File: config.mk
export PLATFORM = sky130hd
export DESIGN_NAME = rsa_job_sequencer
export DESIGN_NICKNAME = d
export VERILOG_FILES = /design/src/rtl/rsa_job_sequencer.sv
export SDC_FILE = /design/constraint.sdc
export NUM_CORES = 1
export LEC_CHECK = 0
export BUFFER_PORTS_ARGS = -buffer_cell sky130_fd_sc_hd__buf_2
export CORE_AREA = 2 2 603 605
export DETAILED_ROUTE_END_ITERATION = 10
export DIE_AREA = 0 0 605 607
export PLACE_DENSITY_LB_ADDON = 0.05
export RECOVER_POWER = 100
export SYNTH_ARGS = -nofsm -noshare
export SYNTH_HDL_FRONTEND = slang
export SYNTH_SLANG_ARGS = --single-unit
export TNS_END_PERCENT = 20
File: constraint.sdc
create_clock -name i_clk -period 32.9 [get_ports i_clk]
set_input_delay 1.645 -clock i_clk [delete_from_list [all_inputs] [get_ports i_clk]]
set_output_delay 1.645 -clock i_clk [all_outputs]
set_load 0.02 [all_outputs]
File: src/rtl/rsa_job_sequencer.sv
// Key/message sequencer in front of the RSA control datapath: issues reset pulses, waits on finish flags, buffers results.
// Optional watchdog on every wait phase is enabled by defining RSA_SEQ_TIMEOUT_EN.
module rsa_job_sequencer #(
    parameter int WIDTH = 128
`ifdef RSA_SEQ_TIMEOUT_EN
    , parameter int unsigned TIMEOUT_CYCLES = 65535
`endif
) (
    input  logic                 i_clk,
    input  logic                 i_reset,
    input  logic                 i_key_valid,
    output logic                 o_key_ready,
    input  logic [WIDTH-1:0]     i_p_in,
    input  logic [WIDTH-1:0]     i_q_in,
    input  logic                 i_encrypt_decrypt_in,
    input  logic                 i_msg_valid,
    output logic                 o_msg_ready,
    input  logic [2*WIDTH-1:0]   i_msg_data,
    output logic                 o_res_valid,
    input  logic                 i_res_ready,
    output logic [2*WIDTH-1:0]   o_res_data,
    output logic [WIDTH-1:0]     o_p,
    output logic [WIDTH-1:0]     o_q,
    output logic                 o_encrypt_decrypt,
    output logic [2*WIDTH-1:0]   o_msg_in,
    output logic                 o_reset_inverter,
    output logic                 o_reset_mod_exp,
    input  logic                 i_inverter_finish,
    input  logic                 i_mod_exp_finish,
    input  logic [2*WIDTH-1:0]   i_msg_out,
    output logic                 o_key_loaded,
    output logic                 o_busy,
    output logic                 o_error
);

    typedef enum logic [2:0] {
        S_IDLE,
        S_KEY_RST,
        S_KEY_WAIT,
        S_READY,
        S_MSG_RST,
        S_MSG_WAIT,
        S_OUT
`ifdef RSA_SEQ_TIMEOUT_EN
        , S_ERR
`endif
    } state_t;

    state_t               r_state;
    logic                 r_key_ready;
    logic                 r_msg_ready;
    logic                 r_res_valid;
    logic [2*WIDTH-1:0]   r_res_data;
    logic [WIDTH-1:0]     r_p;
    logic [WIDTH-1:0]     r_q;
    logic                 r_dir;
    logic [2*WIDTH-1:0]   r_msg_in;
    logic                 r_rst_inv;
    logic                 r_rst_mexp;
    logic                 r_key_loaded;
    logic                 r_busy;
    logic                 r_blank;
`ifdef RSA_SEQ_TIMEOUT_EN
    logic [31:0]          r_wait_cnt;
    logic                 r_error;
`endif

    logic w_key_hs;
    logic w_msg_rdy;
    logic w_msg_hs;
    logic w_res_hs;

    // A pending key suppresses msg_ready in the same cycle so the key always wins.
    assign w_key_hs  = r_key_ready & i_key_valid;
    assign w_msg_rdy = r_msg_ready & ~i_key_valid;
    assign w_msg_hs  = w_msg_rdy & i_msg_valid;
    assign w_res_hs  = r_res_valid & i_res_ready;

    always_ff @(posedge i_clk or posedge i_reset) begin
        if (i_reset) begin
            r_state      <= S_IDLE;
            r_key_ready  <= 1'b0;
            r_msg_ready  <= 1'b0;
            r_res_valid  <= 1'b0;
            r_res_data   <= '0;
            r_p          <= '0;
            r_q          <= '0;
            r_dir        <= 1'b0;
            r_msg_in     <= '0;
            r_rst_inv    <= 1'b0;
            r_rst_mexp   <= 1'b0;
            r_key_loaded <= 1'b0;
            r_busy       <= 1'b0;
            r_blank      <= 1'b0;
`ifdef RSA_SEQ_TIMEOUT_EN
            r_wait_cnt   <= '0;
            r_error      <= 1'b0;
`endif
        end else begin
            r_rst_inv  <= 1'b0;
            r_rst_mexp <= 1'b0;
            case (r_state)
                S_IDLE, S_READY: begin
                    if (w_key_hs) begin
                        r_p          <= i_p_in;
                        r_q          <= i_q_in;
                        r_dir        <= i_encrypt_decrypt_in;
                        r_rst_inv    <= 1'b1;
                        r_key_loaded <= 1'b0;
                        r_key_ready  <= 1'b0;
                        r_msg_ready  <= 1'b0;
                        r_busy       <= 1'b1;
                        r_state      <= S_KEY_RST;
                    end else if (w_msg_hs) begin
                        r_msg_in     <= i_msg_data;
                        r_rst_mexp   <= 1'b1;
                        r_key_ready  <= 1'b0;
                        r_msg_ready  <= 1'b0;
                        r_busy       <= 1'b1;
                        r_state      <= S_MSG_RST;
                    end else begin
                        r_key_ready  <= 1'b1;
                    end
                end
                S_KEY_RST: begin
                    r_blank <= 1'b1;
                    r_state <= S_KEY_WAIT;
`ifdef RSA_SEQ_TIMEOUT_EN
                    r_wait_cnt <= '0;
`endif
                end
                S_KEY_WAIT: begin
                    if (!r_blank && i_inverter_finish) begin
                        r_key_loaded <= 1'b1;
                        r_key_ready  <= 1'b1;
                        r_msg_ready  <= 1'b1;
                        r_busy       <= 1'b0;
                        r_state      <= S_READY;
                    end else begin
                        r_blank <= 1'b0;
`ifdef RSA_SEQ_TIMEOUT_EN
                        if (r_wait_cnt + 32'd1 == TIMEOUT_CYCLES) begin
                            r_error <= 1'b1;
                            r_state <= S_ERR;
                        end else begin
                            r_wait_cnt <= r_wait_cnt + 32'd1;
                        end
`endif
                    end
                end
                S_MSG_RST: begin
                    r_blank <= 1'b1;
                    r_state <= S_MSG_WAIT;
`ifdef RSA_SEQ_TIMEOUT_EN
                    r_wait_cnt <= '0;
`endif
                end
                S_MSG_WAIT: begin
                    if (!r_blank && i_mod_exp_finish) begin
                        r_res_data  <= i_msg_out;
                        r_res_valid <= 1'b1;
                        r_state     <= S_OUT;
                    end else begin
                        r_blank <= 1'b0;
`ifdef RSA_SEQ_TIMEOUT_EN
                        if (r_wait_cnt + 32'd1 == TIMEOUT_CYCLES) begin
                            r_error <= 1'b1;
                            r_state <= S_ERR;
                        end else begin
                            r_wait_cnt <= r_wait_cnt + 32'd1;
                        end
`endif
                    end
                end
                S_OUT: begin
                    if (w_res_hs) begin
                        r_res_valid <= 1'b0;
                        r_key_ready <= 1'b1;
                        r_msg_ready <= 1'b1;
                        r_busy      <= 1'b0;
                        r_state     <= S_READY;
                    end
                end
`ifdef RSA_SEQ_TIMEOUT_EN
                S_ERR: begin
                    r_key_ready <= 1'b0;
                    r_msg_ready <= 1'b0;
                    r_res_valid <= 1'b0;
                end
`endif
                default: r_state <= S_IDLE;
            endcase
        end
    end

    assign o_key_ready       = r_key_ready;
    assign o_msg_ready       = w_msg_rdy;
    assign o_res_valid       = r_res_valid;
    assign o_res_data        = r_res_data;
    assign o_p               = r_p;
    assign o_q               = r_q;
    assign o_encrypt_decrypt = r_dir;
    assign o_msg_in          = r_msg_in;
    assign o_reset_inverter  = r_rst_inv;
    assign o_reset_mod_exp   = r_rst_mexp;
    assign o_key_loaded      = r_key_loaded;
    assign o_busy            = r_busy;
`ifdef RSA_SEQ_TIMEOUT_EN
    assign o_error           = r_error;
`else
    assign o_error           = 1'b0;
`endif

endmodule

==> run_results.csv <==
group,metric,value,unit
outcome,status,"complete, but fails checks",
outcome,violations,"capacitance limit, slew limit",
clock_network,cts_hold_buffers,0,
pwr,p_leak,18.7,nW
cells_and_area,area_growth,56.3,%
logic_synthesis,syn_inst,1699,
detailed_routing,drt_first_pass_iters,4,
clock_network,cts_buffer_depth,4,
cells_and_area,finalNetCount,4090,
timing,slew_headroom,-408,%
timing,hold_slack,0.480,ns
detailed_routing,drt-wirelength-per-cell,24.1,um
cells_and_area,regArea,19500,sq um
logic_synthesis,ys_ff_latch,780,
clock_network,cts_tree,"done",
setup_path,critPathKind,"in -> async",
timing,setup_violations,0,
floorplanning,start_util,8.06,%
timing,finalClockSkew,0.0764,ns
clock_network,cts_setup_buffers,0,
cells_and_area,fin_util,12.6,%
detailed_routing,drc,0,
global_route,grt.total_usage,10.4,%
timing,fmax,62.6,MHz
setup_path,endpoint_kind,"asynchronous set/reset pin",
global_route,grt_pass1_vias,23400,
global_route,grt_pass1_wl,252000,um
clock_network,htree_levels,3,
min_path,worstHoldPathType,"reg -> reg",
logic_synthesis,syn_avg_cell_area,17.1,sq um
job,maxCapViolations,30,
placement,gp_congestion,0.753,
setup_path,start_kind,"input port",
cells_and_area,fillers,41200,
timing,drv_slew,1485,
timing,worst_pin_slew,7.63,ns
clock_network,clk_pin_slew,0.06,ns
timing,finalHoldViolCount,0,
global_route,grt_max_degree,123,
floorplanning,die_h,607,um
clock_network,clock_tree.root_cell,"clkbuf_16",
placement,pre_cts_ws,26.31,ns
clock_network,cts.sinks,780,
floorplanning,dieWidth,605,um
detailed_routing,drtIter0Drc,679,
logic_synthesis,ys_types,31,
cells_and_area,multiInputGateArea,8970,sq um
setup_path,crit_arrival,16.36,ns
timing,grt_setup_unrepaired,"no",
timing,fin_ws,16.91,ns
detailed_routing,detail-route-antenna-nets,0,
pwr,power,5.10,mW
setup_path,required,33.28,ns
clock_network,numCtsBuffers,123,
cells_and_area,layout-drive-gt1-share,38.4,%
clock_network,insertion_delay,0.89,ns
logic_synthesis,synthesis.nets,2475,
placement,dpl.hpwl,160000,um
floorplanning,coreArea,361000,sq um
logic_synthesis,yosys_warnings,0,
global_route,gr-total-overflow,0,
floorplanning,die_area,367000,sq um
timing,finalSetupTns,0,ns
logic_synthesis,syn_area,29100,sq um
logic_synthesis,synth-seq-area-share,67.1,%
floorplanning,pin_count,1553,
setup_path,critical_path.max_fanout,102,
pwr,power.density,112,nW/um^2
detailed_routing,postRouteWirelength,199000,um
detailed_routing,vias,22000,
global_route,antenna_found_initial,257,
pwr,ir_drop,0.0442,mV
clock_network,cts_resized,0,
detailed_routing,routed_via_density,2.67,
timing,finalCriticalPeriod,15.99,ns
placement,numPortBuffers,1551,
floorplanning,num_rows,221,
timing,period_share,48.6,%
path summary, 6_finish.rpt:
path / slack [ns] / start / endpoint / depth (start not counted)
max: 16.91 / i_reset / o_q[92] / 7
max in group i_clk: 20.18 / i_key_valid / o_msg_in[97] / 8
min: 0.48 / o_q[95] / o_q[95] / 1
min reg2reg: 0.48 / o_q[95] / o_q[95] / 1
min in group asynchronous: 2.57 / i_reset / o_msg_in[30] / 2
max reg2reg: 20.30 / r_state[0] / o_msg_in[97] / 8
sequential cells by signal, summed over array words and instances (netlist names):
| register | cells |
|---|---|
| o_encrypt_decrypt | 1 |
| o_key_loaded | 1 |
| o_key_ready | 1 |
| o_q | 128 |
| r_msg_ready | 1 |
| o_res_data | 256 |
| r_state | 3 |
| o_res_valid | 1 |
| o_msg_in | 256 |
| r_blank | 1 |
| o_busy | 1 |
| o_reset_mod_exp | 1 |
| o_reset_inverter | 1 |
| o_p | 128 |
synthesized netlist by cell type, drive strengths merged:
library cell | n | share of area (%)
conb | 1 | 0.013
a211oi | 1 | 0.026
nor3 | 2 | 0.034
a311oi | 2 | 0.060
a21oi | 5 | 0.086
a32oi | 1 | 0.030
nor2b | 5 | 0.11
nand3b | 2 | 0.052
o211ai | 1 | 0.026
o211a | 1 | 0.034
nand2b | 1 | 0.022
o32ai | 1 | 0.030
clkbuf | 4 | 0.052
inv | 5 | 0.065
nor3b | 2 | 0.052
buf | 85 | 1.9
o31ai | 1 | 0.026
o21ai | 7 | 0.12
nor2 | 7 | 0.12
or3 | 2 | 0.060
o21ba | 1 | 0.034
dfrtp | 780 | 67
a21o | 1 | 0.026
nand2 | 10 | 0.13
a31oi | 2 | 0.043
mux2 | 769 | 30
per-layer routing:
metal / vias up / part of all wire, % / GRT usage, %
li1: 9346 / - / -
met1: 10800 / 32 / 9.85
met2: 1104 / 55 / 20.2
met3: 584 / 9.3 / 4.57
met4: 160 / 3.3 / 2.43
met5: - / 0.53 / 0
where the power goes:
group / internal [mW] / total [mW] / switching, mW
Combinational: 0.617 / 2.05 / 1.43
Sequential: 1.45 / 1.71 / 0.264
Clock: 0.789 / 1.34 / 0.548
Total: 2.85 / 5.10 / 2.24
critical path: stages:
cell        delay, ns
buf_2            0.10
clkinvlp_2       3.10
clkbuf_1         1.70
clkbuf_1         2.16
clkbuf_1         2.57
clkbuf_1         2.90
clkbuf_1         1.97
cell families after synthesis:
family	synth area share, %
other	0.0129
multiplexers	29.8
AO/OA/AOI/OAI	0.542
AND/OR/NAND/NOR	0.581
flip-flops	67.1
buffers and inverters	2.02
final cells by class:
| class | count | share of cell area (%) |
|---|---|---|
| multi-input combinational | 825 | 19.7 |
| inverter | 5 | 0.0440 |
| clock inverter | 28 | 0.707 |
| antenna | 38 | 0.209 |
| tap | 4794 | 13.2 |
| sequential | 780 | 42.9 |
| timing repair buffer | 1579 | 15.2 |
| clock buffer | 189 | 7.98 |
stage by stage:
stage               area [sq um]  instances
global placement           42500       7983
CTS                        46500       8200
detailed placement         42500       7983
floorplan                  29100       1699
finish                     45500       8238
global route               45400       8205
cells in the final DEF, fill, tap and decap left out, drive strengths merged, types with 2 or more instances in the layout:
cell | synthesis | routed
a21oi | 5 | 5
inv | 5 | 7
nand3b | 2 | 2
mux2 | 769 | 769
o21ai | 7 | 7
diode | 0 | 38
nand2 | 10 | 10
clkbuf | 4 | 994
nor2 | 7 | 7
nor3b | 2 | 2
or3 | 2 | 2
a31oi | 2 | 2
nor2b | 5 | 5
nor3 | 2 | 2
buf | 85 | 774
clkinvlp | 0 | 3
dfrtp | 780 | 780
bufinv | 0 | 5
clkinv | 0 | 18
a311oi | 2 | 2
No activity file was read; power rests on OpenSTA's default activity.
